[config.mk]
export PLATFORM = sky130hd
export DESIGN_NAME = mux_arb_n
export DESIGN_NICKNAME = d
export VERILOG_FILES = /design/src/rtl/mux_pkg.sv /design/src/rtl/rr_pick.sv /design/src/rtl/mux_arb_n.sv
export SDC_FILE = /design/constraint.sdc
export NUM_CORES = 1
export LEC_CHECK = 0
export ABC_CLOCK_PERIOD_IN_PS = 10200
export BUFFER_PORTS_ARGS = -buffer_cell sky130_fd_sc_hd__buf_2
export CAP_MARGIN = 20
export CORE_ASPECT_RATIO = 1.25
export CORE_UTILIZATION = 30
export DETAILED_ROUTE_END_ITERATION = 10
export GPL_TIMING_DRIVEN = 0
export PLACE_DENSITY = 0.52
export SLEW_MARGIN = 5
export SYNTH_ARGS = -nofsm -noshare
export SYNTH_HDL_FRONTEND = slang
export SYNTH_SLANG_ARGS = --single-unit
[constraint.sdc]
create_clock -name clk -period 10.2 [get_ports clk]
set_input_delay 1.53 -clock clk [delete_from_list [all_inputs] [get_ports clk]]
set_output_delay 1.53 -clock clk [all_outputs]
set_load 0.05 [all_outputs]
[src/rtl/mux_pkg.sv]
// Shared definitions for the N-channel stream multiplexer.
package mux_pkg;

  // Round-robin pointer value after reset: the first rr grant scans from channel 0.
  localparam int unsigned PTR_RST = 0;

  // Channel-index width, never narrower than one bit.
  function automatic int unsigned clog2_min1(input int unsigned n);
    return (n <= 2) ? 1 : $clog2(n);
  endfunction

endpackage

[src/rtl/rr_pick.sv]
// Rotate-priority picker: the first requester found scanning ptr, ptr+1, .. with wrap.
module rr_pick
  import mux_pkg::*;
#(
  parameter int unsigned NCH = 3,
  localparam int unsigned SELW = clog2_min1(NCH)
) (
  input  logic [NCH-1:0]  req,
  input  logic [SELW-1:0] ptr,
  output logic [SELW-1:0] g,
  output logic            any
);

  int unsigned p;
  int unsigned d;
  int unsigned best;

  // The winner is the requester at the smallest rotated distance from ptr.
  always_comb begin
    g    = '0;
    p    = 32'(ptr);
    d    = 0;
    best = NCH;
    for (int unsigned i = 0; i < NCH; i++) begin
      if (req[i]) begin
        d = (i >= p) ? (i - p) : (i + NCH - p);
        if (d < best) begin
          best = d;
          g    = SELW'(i);
        end
      end
    end
    any = |req;
  end

endmodule

[src/rtl/mux_arb_n.sv]
// Registered N-channel valid/ready multiplexer: fixed-select or round-robin grant.
module mux_arb_n
  import mux_pkg::*;
#(
  parameter int unsigned NCH   = 3,
  parameter int unsigned WIDTH = 8,
  localparam int unsigned SELW = clog2_min1(NCH)
) (
  input  logic                 clk,
  input  logic                 reset_n,
  input  logic [NCH*WIDTH-1:0] in_data,
  input  logic [NCH-1:0]       in_valid,
  output logic [NCH-1:0]       in_ready,
  input  logic                 rr_en,
  input  logic [SELW-1:0]      sel,
  output logic [WIDTH-1:0]     out_data,
  output logic [SELW-1:0]      out_ch,
  output logic                 out_valid,
  input  logic                 out_ready,
  output logic                 sel_err
);

  logic [WIDTH-1:0] out_data_q;
  logic [SELW-1:0]  out_ch_q;
  logic             out_valid_q;
  logic             sel_err_q;
  logic [SELW-1:0]  ptr_q;

  logic [SELW-1:0]  rr_g;
  logic             rr_any;
  logic             sel_oor;
  logic             fix_vld;
  logic [SELW-1:0]  g;
  logic             gnt_vld;
  logic             load;
  logic [WIDTH-1:0] g_data;
  logic [SELW-1:0]  ptr_d;

  rr_pick #(
    .NCH (NCH)
  ) u_rr_pick (
    .req (in_valid),
    .ptr (ptr_q),
    .g   (rr_g),
    .any (rr_any)
  );

  assign sel_oor = (32'(sel) >= NCH);
  assign load    = ~out_valid_q | out_ready;

  // Out-of-range sel matches no channel, so fix_vld stays 0 and nothing transfers.
  always_comb begin
    fix_vld = 1'b0;
    for (int unsigned i = 0; i < NCH; i++) begin
      if (sel == SELW'(i)) fix_vld = in_valid[i];
    end
  end

  assign g       = rr_en ? rr_g : sel;
  assign gnt_vld = rr_en ? rr_any : fix_vld;

  always_comb begin
    g_data   = '0;
    in_ready = '0;
    for (int unsigned i = 0; i < NCH; i++) begin
      if (g == SELW'(i)) begin
        g_data      = in_data[i*WIDTH +: WIDTH];
        in_ready[i] = load & gnt_vld;
      end
    end
  end

  assign ptr_d = (32'(rr_g) + 1 == NCH) ? '0 : rr_g + 1'b1;

  always_ff @(posedge clk or negedge reset_n) begin
    if (!reset_n) begin
      out_data_q  <= '0;
      out_ch_q    <= '0;
      out_valid_q <= 1'b0;
      sel_err_q   <= 1'b0;
      ptr_q       <= SELW'(PTR_RST);
    end else begin
      sel_err_q <= ~rr_en & sel_oor;
      if (load) begin
        out_valid_q <= gnt_vld;
        if (gnt_vld) begin
          out_data_q <= g_data;
          out_ch_q   <= g;
          if (rr_en) ptr_q <= ptr_d;
        end
      end
    end
  end

  assign out_data  = out_data_q;
  assign out_ch    = out_ch_q;
  assign out_valid = out_valid_q;
  assign sel_err   = sel_err_q;

endmodule

# After elaboration in Yosys (flattened, before gate mapping)
# Cells that the tools add are included.
# classes
n_addsub,8
n_mul,0
div_mod_pow,0
n_lt_le_gt_ge,7
n_eq_ne,5
shifts,0
mux,23
bitwise_logic,5
n_reduce_logical,5
# op_table
op,count
$mux 32,7
$lt 32x32->1,2
$lt 32x2->1 const B,1
$mux 8,3
$mux 2,5
$mux 1,8
$sub 3x2->4 const A,2
$sub 1x2->3 const A,2
$sub 2x2->3 const A,2
$eq 2x1->1 const B,2
$eq 2x2->1 const B,2
$ge 1x2->1 const A,2
$logic_not 2->1,2
$add 2x1->3 const B,1
$eq 3x2->1 const B,1
$reduce_and 3->1,1
$reduce_or 3->1,1
$add 2x1->2 const B,1
$and 1x1->1,2
$ge 2x2->1 const A,1
$ge 2x2->1 const B,1
$not 1->1,2
$reduce_and 2->1,1
$or 1x1->1,1
# word_totals
regBits,14
latchBits,0
mem_bits_rw,0
rom_bits,0
input_bits,33
output_inout_bits,15
word_cells,58
mem_count,0

# Longest topological paths before layout
# Gate-level depths: netlist of run 1.
# logic_depth
ltp_word,16
ltp_mapped,17
mapped_depth_nobuf,15

# By module
# Synthesis of run 1 repeated with hierarchy kept, for this count alone.
# unflattened
hier_cells,113
area_unflattened_um2,1146.1
# modules_own_cells
mod,instances,cells_each,area_per_inst_um2,seq_area_each_um2
mux_arb_n,1,73,832.0,350.3
rr_pick,1,40,314.1,0.0

# Worst setup path after synthesis of run 1
# No wires, ideal clock.
# synth_path
path_type,input to output
start,input in_valid[0]
end,output in_ready[0]
t_arrival_ns,4.215
required_time_ns,8.670
path_slack_ns,4.455
stages,11
path_buffers,0
path_cell_list,and2b_1 > ha_1 > nor3_1 > nand2_1 > a21o_1 > ha_1 > nor3_1 > o41ai_4 > o2111ai_1 > nand2_1 > nor2_1
# synth_between
elab_chain_len,10
word_cells_on_any_way,18
classes_between,order compare (2); mux (13); bitwise (1); reduce/logical (2)
# synth_lines
element,line_no,rtl
from (decl),mux_arb_n.sv:12,"input logic [NCH-1:0] in_valid,"
$mux 32,rr_pick.sv:25,if (req[i]) begin
$lt 32x32->1,rr_pick.sv:27,if (d < best) begin
$mux 32,rr_pick.sv:27,
$mux 32,rr_pick.sv:25,
$lt 32x32->1,rr_pick.sv:27,
$mux 2,rr_pick.sv:27,
$mux 2,rr_pick.sv:25,
$mux 2,mux_arb_n.sv:59,assign g = rr_en ? rr_g : sel;
$logic_not 2->1,mux_arb_n.sv:66,if (g == SELW'(i)) begin
$mux 1 *,mux_arb_n.sv:66,
to (decl),mux_arb_n.sv:13,"output logic [NCH-1:0] in_ready,"
# Mark *: on every way between the ends. The rest lies on a longest branch, timed or not.

# Worst setup path after layout of run 1
# layout_path
start,input in_valid[0]
end,output in_ready[2]
# layout_between
elab_chain_len,10
word_cells_on_any_way,18
classes_between,order compare (2); eq/ne (1); mux (13); bitwise (1); reduce/logical (1)
# layout_lines
element,line_no
$mux 32,rr_pick.sv:25
$lt 32x32->1,rr_pick.sv:27
$mux 32,rr_pick.sv:27
$mux 32,rr_pick.sv:25
$lt 32x32->1,rr_pick.sv:27
$mux 2,rr_pick.sv:27
$mux 2,rr_pick.sv:25
$mux 2,mux_arb_n.sv:59
$eq 2x2->1,mux_arb_n.sv:66
$mux 1 *,mux_arb_n.sv:66
# Marked as above.

==> results of run 1 <==
-- metal layers --
| metal | wire (um) | vias up | global-route usage, % |
|---|---|---|---|
| li1 | - | 512 | - |
| met2 | 1244 | 38 | 23.54 |
| met1 | 1132 | 454 | 16.92 |
| met3 | 151 | 0 | 2.037 |
| met4 | 0 | 0 | 3.252 |
| met5 | 0 | - | 0 |
-- through the flow --
stage	instance area (um2)	std cells	utilization, %	hold WS, ps
floorplan	1109	117	-	529.6
global placement	1388	202	39.49	470.2
detailed placement	1388	202	39.49	465.7
CTS	1429	205	40.67	477.6
global route	1429	205	40.67	501.7
finish	1429	205	40.67	472.0
-- where the power goes --
| group | leakage, nW | switching [mW] | internal, mW |
|---|---|---|---|
| Clock | 0.0216 | 0.0177 | 0.0260 |
| Sequential | 0.164 | 0.0120 | 0.0725 |
| Combinational | 0.571 | 0.129 | 0.0696 |
-- cells by family after synthesis --
| group | after synthesis |
|---|---|
| buffers and inverters | 10 |
| other | 2 |
| flip-flops | 14 |
| multiplexers | 8 |
| adder cells (fa/ha/maj) | 9 |
| AO/OA/AOI/OAI | 28 |
| AND/OR/NAND/NOR | 45 |
-- worst max-delay path by stage --
stage | depth (start not counted) | slack, ps | endpoint | from
5_1_grt | 15 | 4020 | in_ready[2] | in_valid[0]
4_1_cts | 15 | 4250 | in_ready[2] | in_valid[0]
2_1_floorplan | 11 | 4460 | in_ready[0] | in_valid[0]
3_5_place_dp | 15 | 4270 | in_ready[2] | in_valid[0]
3_3_place_gp | 15 | 4290 | in_ready[2] | in_valid[0]
6_report | 15 | 4270 | in_ready[2] | in_valid[0]
-- synth_stat cells --
cell,count,share of area [%]
a21o_1,3,2.0
a21o_2,1,0.79
a21oi_1,1,0.45
a21oi_2,1,0.79
a221oi_1,7,5.5
a221oi_2,1,1.4
a31oi_1,1,0.57
and2_1,1,0.57
and2b_1,1,0.68
buf_12,1,1.8
buf_6,2,2.0
clkbuf_1,1,0.34
conb_1,2,0.68
dfrtp_1,14,32
ha_1,9,10
inv_1,6,2.0
mux2i_1,8,7.2
nand2_1,16,5.4
nand2_2,1,0.57
nand2b_1,2,1.1
nand3_1,1,0.45
nor2_1,13,4.4
nor2_4,2,2.0
nor2b_1,2,1.1
nor2b_2,2,1.6
nor2b_4,1,1.2
nor3_1,3,1.4
o2111ai_1,1,0.79
o211a_1,1,0.91
o21a_1,1,0.68
o21a_2,1,0.79
o21ai_0,1,0.45
o21ai_1,2,0.91
o21ai_2,1,0.79
o221a_2,1,1.0
o221ai_2,1,1.4
o22ai_1,1,0.57
o41a_1,1,1.0
o41ai_4,1,2.5
-- cell type report --
type	instances	area, um2	share of cell area (%)
timing repair buffer	46	230.2	16.11
inverter	6	22.52	1.576
clock buffer	3	41.29	2.890
buffer	4	46.29	3.240
multi-input combinational	93	689.4	48.25
sequential	14	350.3	24.52
tap	39	48.80	3.415
-- registers in the layout, indices dropped and copies added, names as in the netlist --
| name | cells |
|---|---|
| out_ch | 2 |
| ptr_q | 2 |
| sel_err | 1 |
| out_valid | 1 |
| out_data | 8 |
-- worst reg2reg max path: cells and delay by family (launching register included) --
family / cells / cell delay (ps)
AND/OR/NAND/NOR: 4 / 1010
AO/OA/AOI/OAI: 5 / 980
adder cells (fa/ha/maj): 3 / 610
flip-flops: 1 / 430
buffers and inverters: 2 / 280
multiplexers: 1 / 120
==> run_results.csv, run 1 <==
group,metric,value,unit
placement,dp_worst_setup_slack,4269,ps
sta,final.setup.tns,0,ps
die,initial_core_util,31.45,%
sta,timing.final.ws_setup,4269,ps
sta,highest_clock_rate,0.1686,GHz
pwr,ir_drop,0.1214,mV
global_route,wire_length_of_the_first_global_routing_pass,4243,um
synth,avgSynthCellArea,9.524,um2
worst_setup_path,critical_path.max_stage_delay,330,ps
worst_setup_path,timing.reg2reg.setup_slack,6650,ps
min_path,hold_path.startpoint,"out_ch[1]",
placement,gp_routability_congestion,0.7300,
worst_setup_path,critPathArrivalTime,4400,ps
global_route,pin_count_of_the_biggest_net_entering_global_routing,15,
worst_setup_path,crit_path_top_delay_cell,"nor3_1",
status,result_of_the_run,"complete, no violations",
synth,complex_gate_fraction_of_the_synthesized_area,23.33,%
min_path,holdPathEnd,"out_ch[1]",
global_route,track_usage,13.35,%
global_route,antenna_found_initial,0,
synth,synth_xor_xnor_area_share,0,%
global_route,grt_ovf,0,
worst_setup_path,reg2reg_start,"ptr_q[1]",
synth,combinational_family_with_the_most_area_after_synthesis,"compound AO/OA/AOI/OAI gates",
clocking,insertion_delay,240,ps
synth,synth_mux_area_share,7.248,%
routing,num_vias,1004,
min_path,hold_path_class,"register to register",
die,die_width,56.28,um
sta,finalHoldViolations,0,
die,die-height,69.85,um
pwr,cellPowerDensity,228.4,nW/um2
clocking,post_cts.repair.setup_buffers,0,
clocking,tritoncts.num_buffers,3,
synth,postSynthRegisterBits,14,
placement,input_output_buffers,46,
routing,drtIter0Drc,26,
synth,synthesized_area_fraction_occupied_by_and_or_nand_nor_cells,20.61,%
sta,layout_min_cycle_time,5931,ps
sta,grt_setup_unrepaired,"no",
clocking,ctsRootBufferMaster,"clkbuf_8",
worst_setup_path,worstPathMaxFanout,10,
final_layout,area_delta_synth_final,29.33,%
clocking,clkSlewWorstSetupHoldPaths,50,ps
worst_setup_path,startpoint_type_of_the_worst_setup_path,"input pin",
routing,drt-total-wl,2528,um
worst_setup_path,path_class,"input pin to output port",
placement,dp.final_hpwl,2112,um
die,core_region_area,3513,um2
worst_setup_path,crit_chain,"buf_2 -> and2b_1 -> ha_1 -> nor3_1 -> nand2_1 -> a21o_1 -> ha_1 -> nor3_1 -> o41ai_4 -> o221ai_2 -> o21ai_2 -> buf_6 -> buf_12 -> nor2_4 -> buf_2",
die,io_pins,48,
worst_setup_path,worst_ep_required_time,8670,ps
routing,final_antenna_net_count,0,
job,max-cap-violations,0,
final_layout,final_cell_mix,"buf_2, nand2_1, dfrtp_1",
clocking,holdBufCountCts,0,
routing,drt_drc_violations_left,0,
synth,synth_fa_ha_area_share,10.19,%
synth,synth_cell_type_count,39,
clocking,cts_htree_levels,1,
clocking,ctsLongestPathBuffers,2,
final_layout,post_route_cells_drive_above_1_share,39.76,%
sta,timing_max_transition_violations_final,0,
clocking,tritoncts_clock_tree,"built",
sta,worst_clock_skew,5.182,ps
sta,finalCritPeriodShare,58.15,%
pwr,power.leakage,0.7567,nW
sta,finalSetupViolCount,0,
synth,synth_area,1105,um2
worst_setup_path,worstPathBufferInverterCount,4,
final_layout,antennaDiodeCount,0,
sta,max_slew_margin,66.39,%
synth,yosys_synthesis_warning_count,0,
die,placement_rows,24,
worst_setup_path,cell_count_of_the_worst_reg_to_reg_path,15,
clocking,cts_sinks,14,
worst_setup_path,worstReg2RegEnd,"out_data[6]",
final_layout,nNetsFinal,210,
final_layout,mostFrequentLayoutCell,"buf_2",
final_layout,number_of_filler_instances_in_the_final_layout,378,
synth,synth.yosys.seq_area_share,31.71,%
worst_setup_path,cpLargestDelayFamily,"simple AND/OR/NAND/NOR gates",
sta,worstMarginPinSlew,504.2,ps
global_route,grt_pass1_vias,968,
pwr,total_power,326.4,uW
die,die-area,3931,um2
worst_setup_path,worstSetupEndpointType,"output port",
routing,drtPass1Iterations,4,
synth,synth_cells,116,
routing,wl_per_cell,12.33,um
clocking,post_cts_resize_count,0,
routing,viasPerCell,4.898,
min_path,worst_hold_path.num_cells,1,
Power figures use the tool's default switching activity.
==> inputs of run 2 (changes only) <==
--- a/config.mk
+++ b/config.mk
@@ -5,14 +5,15 @@
 export SDC_FILE = /design/constraint.sdc
 export NUM_CORES = 1
 export LEC_CHECK = 0
-export ABC_CLOCK_PERIOD_IN_PS = 10200
+export ABC_AREA = 1
+export ABC_CLOCK_PERIOD_IN_PS = 4800
 export BUFFER_PORTS_ARGS = -buffer_cell sky130_fd_sc_hd__buf_2
 export CAP_MARGIN = 20
 export CORE_ASPECT_RATIO = 1.25
 export CORE_UTILIZATION = 30
 export DETAILED_ROUTE_END_ITERATION = 10
 export GPL_TIMING_DRIVEN = 0
-export PLACE_DENSITY = 0.52
+export PLACE_DENSITY = 0.53
 export SLEW_MARGIN = 5
 export SYNTH_ARGS = -nofsm -noshare
 export SYNTH_HDL_FRONTEND = slang
==> constraint.sdc (replaced) <==
create_clock -name clk -period 4.8 [get_ports clk]
set_input_delay 0.72 -clock clk [delete_from_list [all_inputs] [get_ports clk]]
set_output_delay 0.72 -clock clk [all_outputs]
set_load 0.05 [all_outputs]
==> run 2 against run 1 <==
Against the previous run: sequential power is 110% higher; core utilization grew 0.64 points; clock skew about the same; sequential share of layout area shrank 2.3 points; synthesized cell count increased by 46%; global-route usage grew 1.8 points; critical endpoint is now in_ready[0]; largest cell class unchanged.
==> run_results.csv, run 2 <==
group,metric,value,unit
clocking,cts_htree_levels,1,
clocking,post_cts.repair.setup_buffers,0,
final_layout,mostFrequentLayoutCell,"buf_2",
pwr,seqPwrFrac,24.8,%
pwr,power.leakage,0.8750,nW
die,io_pins,48,
synth,yosys_most_used_dff,"dfrtp_1",
final_layout,area_delta_synth_final,29.76,%
routing,drt-total-wl,2958,um
routing,wl_per_cell,10.76,um
pwr,internal-power,353.5,uW
worst_setup_path,critPathArrivalTime,3010,ps
final_layout,antennaDiodeCount,0,
worst_setup_path,worstPathMaxFanout,10,
die,die_width,58.92,um
global_route,antenna_found_initial,0,
final_layout,number_of_filler_instances_in_the_final_layout,428,
sta,timing.final.ws_setup,1071,ps
pwr,ir_drop,0.1872,mV
clocking,clkSlewWorstSetupHoldPaths,60,ps
global_route,pin_count_of_the_biggest_net_entering_global_routing,15,
sta,timing_max_transition_violations_final,0,
synth,synth_area_leaders,"dfrtp_1, nand2_1, ha_1",
worst_setup_path,critical_path.max_stage_delay,430,ps
sta,finalSetupViolCount,0,
sta,finalCritPeriodShare,77.69,%
pwr,share_clk_of_total_power,16.7,%
synth,synth_cell_type_count,25,
routing,num_vias,1190,
worst_setup_path,cpLargestDelayFamily,"simple AND/OR/NAND/NOR gates",
clocking,insertion_delay,250,ps
synth,synth_cells,169,
synth,postSynthRegisterBits,14,
synth,synth_area,1215,um2
placement,post-place-cells,271,
final_layout,flip_flop_count_of_the_largest_register_all_copies_and_words_added,8,
final_layout,final_cell_mix,"buf_2, nand2_1, nor2_1",
global_route,wire_length_of_the_first_global_routing_pass,5030,um
sta,highest_clock_rate,0.2682,GHz
routing,drt_drc_violations_left,0,
final_layout,nNetsFinal,264,
synth,synthTopCellsByCount,"nand2_1, nor2_1, inv_1, dfrtp_1, nand4_1",
synth,async_flop_share,100.0,%
clocking,ctsRootBufferMaster,"clkbuf_8",
routing,drtIter0Drc,18,
routing,final_antenna_net_count,0,
synth,number_of_enable_type_register_cells_in_the_synthesized_netlist,0,
worst_setup_path,worstPathBufferInverterCount,4,
final_layout,area_of_the_multi_input_gates,732.0,um2
sta,layout_min_cycle_time,3729,ps
min_path,hold_path_class,"input pin to async pin",
die,core_region_area,3816,um2
worst_setup_path,path_class,"register to output port",
placement,gp_routability_congestion,0.7241,
die,die-area,4310,um2
global_route,grt_ovf,0,
status,result_of_the_run,"complete, no violations",
routing,drtPass1Iterations,4,
sta,final.setup.tns,0,ps
synth,synth_most_common_cell,"nand2_1",
clocking,cts_sinks,14,
die,placement_rows,25,
synth,synth_area_leader_cell,"dfrtp_1",
final_layout,seq_area,350.3,um2
final_layout,post_route_cells_drive_above_1_share,33.94,%
pwr,switching_share,49.92,%
worst_setup_path,worstSetupEndpointType,"output port",
job,max-cap-violations,0,
clocking,ctsLongestPathBuffers,2,
sta,worst_clock_skew,4.747,ps
die,initial_core_util,31.84,%
routing,viasPerCell,4.327,
worst_setup_path,crit_path_top_delay_cell,"dfrtp_1",
worst_setup_path,crit_chain,"inv_1 -> ha_1 -> ha_1 -> inv_1 -> nand2_1 -> nor2_2 -> nand2_4 -> o21ai_0 -> ha_1 -> nand2_1 -> nand2_1 -> nand2_2 -> nand3_4 -> nand3_4 -> nand2_4 -> buf_8 -> nor3_1 -> buf_2",
synth,yosys_synthesis_warning_count,0,
final_layout,finish.instance_area,1577,um2
pwr,p_sw,352.3,uW
clocking,tritoncts.num_buffers,3,
clocking,post_cts_resize_count,0,
global_route,track_usage,15.16,%
placement,postPlaceCellArea,1521,um2
final_layout,layoutNonFillerInstCount,275,
synth,fraction_of_synthesized_cell_area_taken_by_the_top_area_cell_type,28.84,%
synth,avgSynthCellArea,7.189,um2
worst_setup_path,worst_ep_required_time,4080,ps
clocking,holdBufCountCts,0,
pwr,cellPowerDensity,447.7,nW/um2
placement,dp.final_hpwl,2442,um
clocking,tritoncts_clock_tree,"built",
sta,finalHoldViolations,0,
placement,input_output_buffers,47,
worst_setup_path,startpoint_type_of_the_worst_setup_path,"register",
global_route,grt_pass1_vias,1184,
die,die-height,73.15,um
pwr,comb_pwr_share,58.5,%
sta,grt_setup_unrepaired,"no",
placement,dp_worst_setup_slack,1152,ps
synth,synth.yosys.seq_area_share,28.84,%
==> run 2: metrics by stage <==
step	power (mW)	utilization, %	hold WS, ps
after floorplan	0.5001	-	424.4
after global placement	0.5924	39.87	470.2
after detailed placement	0.5950	39.87	468.5
after CTS	0.7140	41.31	374.2
after global routing	0.7641	41.31	382.8
final	0.7058	41.31	361.8
==> run 2: final timing paths <==
check | slack [ps] | cells after the start | to | startpoint
min in group clk | 500 | 2 | out_ch[1] | out_ch[1]
worst min register to register | 500 | 2 | out_ch[1] | out_ch[1]
worst min-delay path | 360 | 1 | out_ch[0] | reset_n
worst max register to register | 2030 | 20 | out_data[5] | ptr_q[0]
worst max-delay path | 1070 | 18 | in_ready[0] | ptr_q[0]
max in group asynchronous | 4190 | 1 | sel_err | reset_n
==> run 2: power groups by stage <==
stage          clock network [mW]  logic, mW  registers [mW]
6_report                    0.118      0.413           0.175
5_1_grt                     0.123      0.461           0.180
4_1_cts                     0.119      0.419           0.176
3_5_place_dp                    0      0.418           0.177
3_3_place_gp                    0      0.415           0.177
2_1_floorplan                   0      0.238           0.262
==> run 2: per-layer routing <==
layer	part of all wire (%)	track usage (%)
met5	0	0
met4	1.3	5.556
met3	3.6	1.418
met2	49	27.40
met1	46	18.29
==> run 2: worst register-to-register path, stage by stage, from the launching register on <==
cell and delay [ps]:
dfrtp_1 430, inv_1 100, ha_1 240, ha_1 200, inv_1 50, nand2_1 50
nor2_2 160, nand2_4 90, o21ai_0 170, ha_1 250, nand2_1 60, nand2_1 50
nand2_2 80, nand3_4 90, nand2_2 90, nand2_4 90, buf_8 150, nand4_1 70
nand2_1 70, nor2_1 110, nor2_1 50
==> run 2: cells by family (layout without fill, tap and decap cells) <==
family | count (synthesis) | count (layout) | share of synthesized area [%]
AO/OA/AOI/OAI | 9 | 9 | 4.427
adder cells (fa/ha/maj) | 9 | 9 | 9.269
buffers and inverters | 29 | 80 | 11.23
flip-flops | 14 | 14 | 28.84
other | 2 | 3 | 0.6182
AND/OR/NAND/NOR | 106 | 106 | 45.62
==> run 2: cell type report <==
| cell class | count | area share (%) |
|---|---|---|
| plain buffers | 6 | 3.175 |
| well taps | 54 | 4.286 |
| repair buffers | 47 | 14.92 |
| flip-flops and latches | 14 | 22.22 |
| clock buffers | 4 | 3.492 |
| inverters | 23 | 5.476 |
| multi-input cells | 127 | 46.43 |
==> inputs of run 3 (changes only) <==
--- a/config.mk
+++ b/config.mk
@@ -6,7 +6,7 @@
 export NUM_CORES = 1
 export LEC_CHECK = 0
 export ABC_AREA = 1
-export ABC_CLOCK_PERIOD_IN_PS = 4800
+export ABC_CLOCK_PERIOD_IN_PS = 3050
 export BUFFER_PORTS_ARGS = -buffer_cell sky130_fd_sc_hd__buf_2
 export CAP_MARGIN = 20
 export CORE_ASPECT_RATIO = 1.25
==> constraint.sdc (replaced) <==
create_clock -name clk -period 3.05 [get_ports clk]
set_input_delay 0.4575 -clock clk [delete_from_list [all_inputs] [get_ports clk]]
set_output_delay 0.4575 -clock clk [all_outputs]
set_load 0.05 [all_outputs]
==> run 3 against run 2 <==
Against the previous run: the flow now finishes with violations (setup timing); clock skew is 3.9 ps lower; setup slack worse by 1100 ps; worst hold slack worse by 260 ps; critical path depth is the same; highest routed layer unchanged.
==> run_results.csv, run 3 (synthesis gave the netlist of run 2 again) <==
group,metric,value,unit
final_layout,finalCoreUtilization,47.80,%
pwr,share_clk_of_total_power,14.0,%
final_layout,area_delta_synth_final,50.15,%
min_path,hold_path_class,"input pin to async pin",
pwr,cellPowerDensity,730.1,nW/um2
job,max-cap-violations,0,
global_route,wire_length_of_the_first_global_routing_pass,5720,um
global_route,pin_count_of_the_biggest_net_entering_global_routing,15,
die,core_region_area,3816,um2
clocking,cts_htree_levels,1,
routing,drtIter0Drc,33,
clocking,holdBufCountCts,0,
sta,layout_min_cycle_time,3060,ps
final_layout,seq_area,351.6,um2
pwr,internal-power,692.8,uW
die,initial_core_util,31.84,%
pwr,seqPwrFrac,20.7,%
sta,worst_clock_skew,0.8545,ps
final_layout,flip_flop_count_of_the_largest_register_all_copies_and_words_added,8,
status,failed_checks,"setup timing",
clocking,clkSlewWorstSetupHoldPaths,60,ps
worst_setup_path,startpoint_type_of_the_worst_setup_path,"register",
worst_setup_path,crit_chain,"inv_2 -> buf_4 -> ha_4 -> nor2_1 -> nor2_1 -> nor2_4 -> nand2_4 -> nand2_2 -> o21ai_2 -> ha_1 -> nand2_1 -> nand2_1 -> nand2_2 -> nand3_4 -> nand3_4 -> nand2_8 -> nor3_4 -> buf_6",
final_layout,antennaDiodeCount,0,
global_route,antenna_found_initial,0,
pwr,ir_drop,0.3200,mV
global_route,track_usage,17.24,%
clocking,tritoncts_clock_tree,"built",
clocking,ctsLongestPathBuffers,2,
worst_setup_path,worstPathBufferInverterCount,3,
global_route,grt_ovf,0,
routing,wl_per_cell,11.51,um
die,placement_rows,25,
routing,drtPass1Iterations,4,
die,die_width,58.92,um
placement,input_output_buffers,47,
sta,timing.final.ws_setup,-10.26,ps
sta,finalHoldViolations,0,
placement,dp.final_hpwl,2444,um
clocking,insertion_delay,250,ps
pwr,power.leakage,0.9657,nW
final_layout,area_of_the_multi_input_gates,847.1,um2
clocking,ctsRootBufferMaster,"clkbuf_8",
placement,gp_routability_congestion,0.7273,
routing,viasPerCell,4.370,
sta,timing_max_transition_violations_final,0,
final_layout,mostFrequentLayoutCell,"buf_2",
worst_setup_path,critPathArrivalTime,2600,ps
worst_setup_path,worstSetupEndpointType,"output port",
worst_setup_path,cpLargestDelayFamily,"simple AND/OR/NAND/NOR gates",
pwr,comb_pwr_share,65.3,%
sta,finalSetupViolCount,2,
sta,grt_setup_unrepaired,"yes",
routing,final_antenna_net_count,0,
routing,drt-total-wl,3362,um
worst_setup_path,crit_path_top_delay_cell,"dfrtp_1",
worst_setup_path,worstPathMaxFanout,4,
final_layout,number_of_filler_instances_in_the_final_layout,419,
routing,num_vias,1276,
final_layout,final_cell_mix,"buf_2, nand2_1, nor2_1",
status,result_of_the_run,"finished with violations",
final_layout,nNetsFinal,281,
sta,highest_clock_rate,0.3268,GHz
die,die-area,4310,um2
worst_setup_path,worst_ep_required_time,2590,ps
worst_setup_path,path_class,"register to output port",
clocking,cts_sinks,14,
clocking,tritoncts.num_buffers,3,
die,die-height,73.15,um
pwr,p_sw,639.1,uW
sta,finalCritPeriodShare,100.3,%
pwr,total_power,1.332,mW
routing,drt_drc_violations_left,0,
pwr,switching_share,47.99,%
final_layout,post_route_cells_drive_above_1_share,44.54,%
global_route,grt_pass1_vias,1272,
worst_setup_path,critical_path.max_stage_delay,420,ps
die,io_pins,48,
-- run 3: through the flow --
step / worst slack [ps] / hold WS [ps] / TNS (ps) / std cells / instance area (um2)
finish: -10.26 / 103.3 / -10.53 / 292 / 1824
detailed placement: -141.0 / 381.0 / -355.7 / 271 / 1531
CTS: -18.09 / 110.3 / -18.09 / 288 / 1767
global placement: -117.6 / 377.7 / -284.4 / 271 / 1531
global route: -132.3 / 123.8 / -321.4 / 292 / 1824
floorplan: -144.1 / 161.9 / -144.1 / 170 / 1229
-- run 3: final timing paths --
kind / start / endpoint / slack, ps / depth (start not counted)
min in group clk: out_ready / out_valid / 470 / 4
max reg2reg: ptr_q[1] / out_data[6] / 210 / 22
min: reset_n / out_data[5] / 100 / 1
min reg2reg: out_data[6] / out_data[6] / 490 / 2
max: ptr_q[1] / in_ready[0] / -10 / 18
max in group asynchronous: reset_n / ptr_q[0] / 2680 / 1
-- run 3: power by group through the flow --
stage / logic (mW) / clock network [mW] / registers [mW]
3_5_place_dp: 0.661 / 0 / 0.279
3_3_place_gp: 0.655 / 0 / 0.279
5_1_grt: 0.952 / 0.197 / 0.284
2_1_floorplan: 0.379 / 0 / 0.412
4_1_cts: 0.810 / 0.194 / 0.276
6_report: 0.869 / 0.187 / 0.276
-- run 3: repair_timing --
action,4_1_cts,5_1_grt
pin swaps,4,1
resized for setup,21,7
endpoints found under the setup margin,3,3
buffers inserted,15,4
gates cloned,0,0
-- run 3: worst reg2reg max path, stage by stage (launching register included) --
cell	delay [ps]
dfrtp_1	420
inv_2	70
buf_4	150
ha_4	140
nor2_1	120
nor2_1	90
nor2_4	120
nand2_4	80
nand2_2	70
o21ai_2	50
ha_1	260
nand2_1	60
nand2_1	50
nand2_2	80
nand3_4	100
nand3_4	120
nand2_8	60
buf_4	130
buf_4	180
nor2_1	170
nand2_1	70
nand3_1	80
nand2_1	50
-- run 3: metal layers --
| layer | wire, um | track usage, % |
|---|---|---|
| met5 | 0 | 0 |
| met1 | 1400 | 20.66 |
| met3 | 104 | 1.418 |
| met2 | 1829 | 32.20 |
| met4 | 27 | 4.762 |
-- run 3: final cells by class --
class,count,area share [%]
Buffer,4,1.097
Clock buffer,4,3.018
Inverter,23,4.733
Multi-Input combinational cell,127,46.43
Sequential cell,14,19.27
Tap cell,54,3.704
Timing Repair Buffer,66,21.74
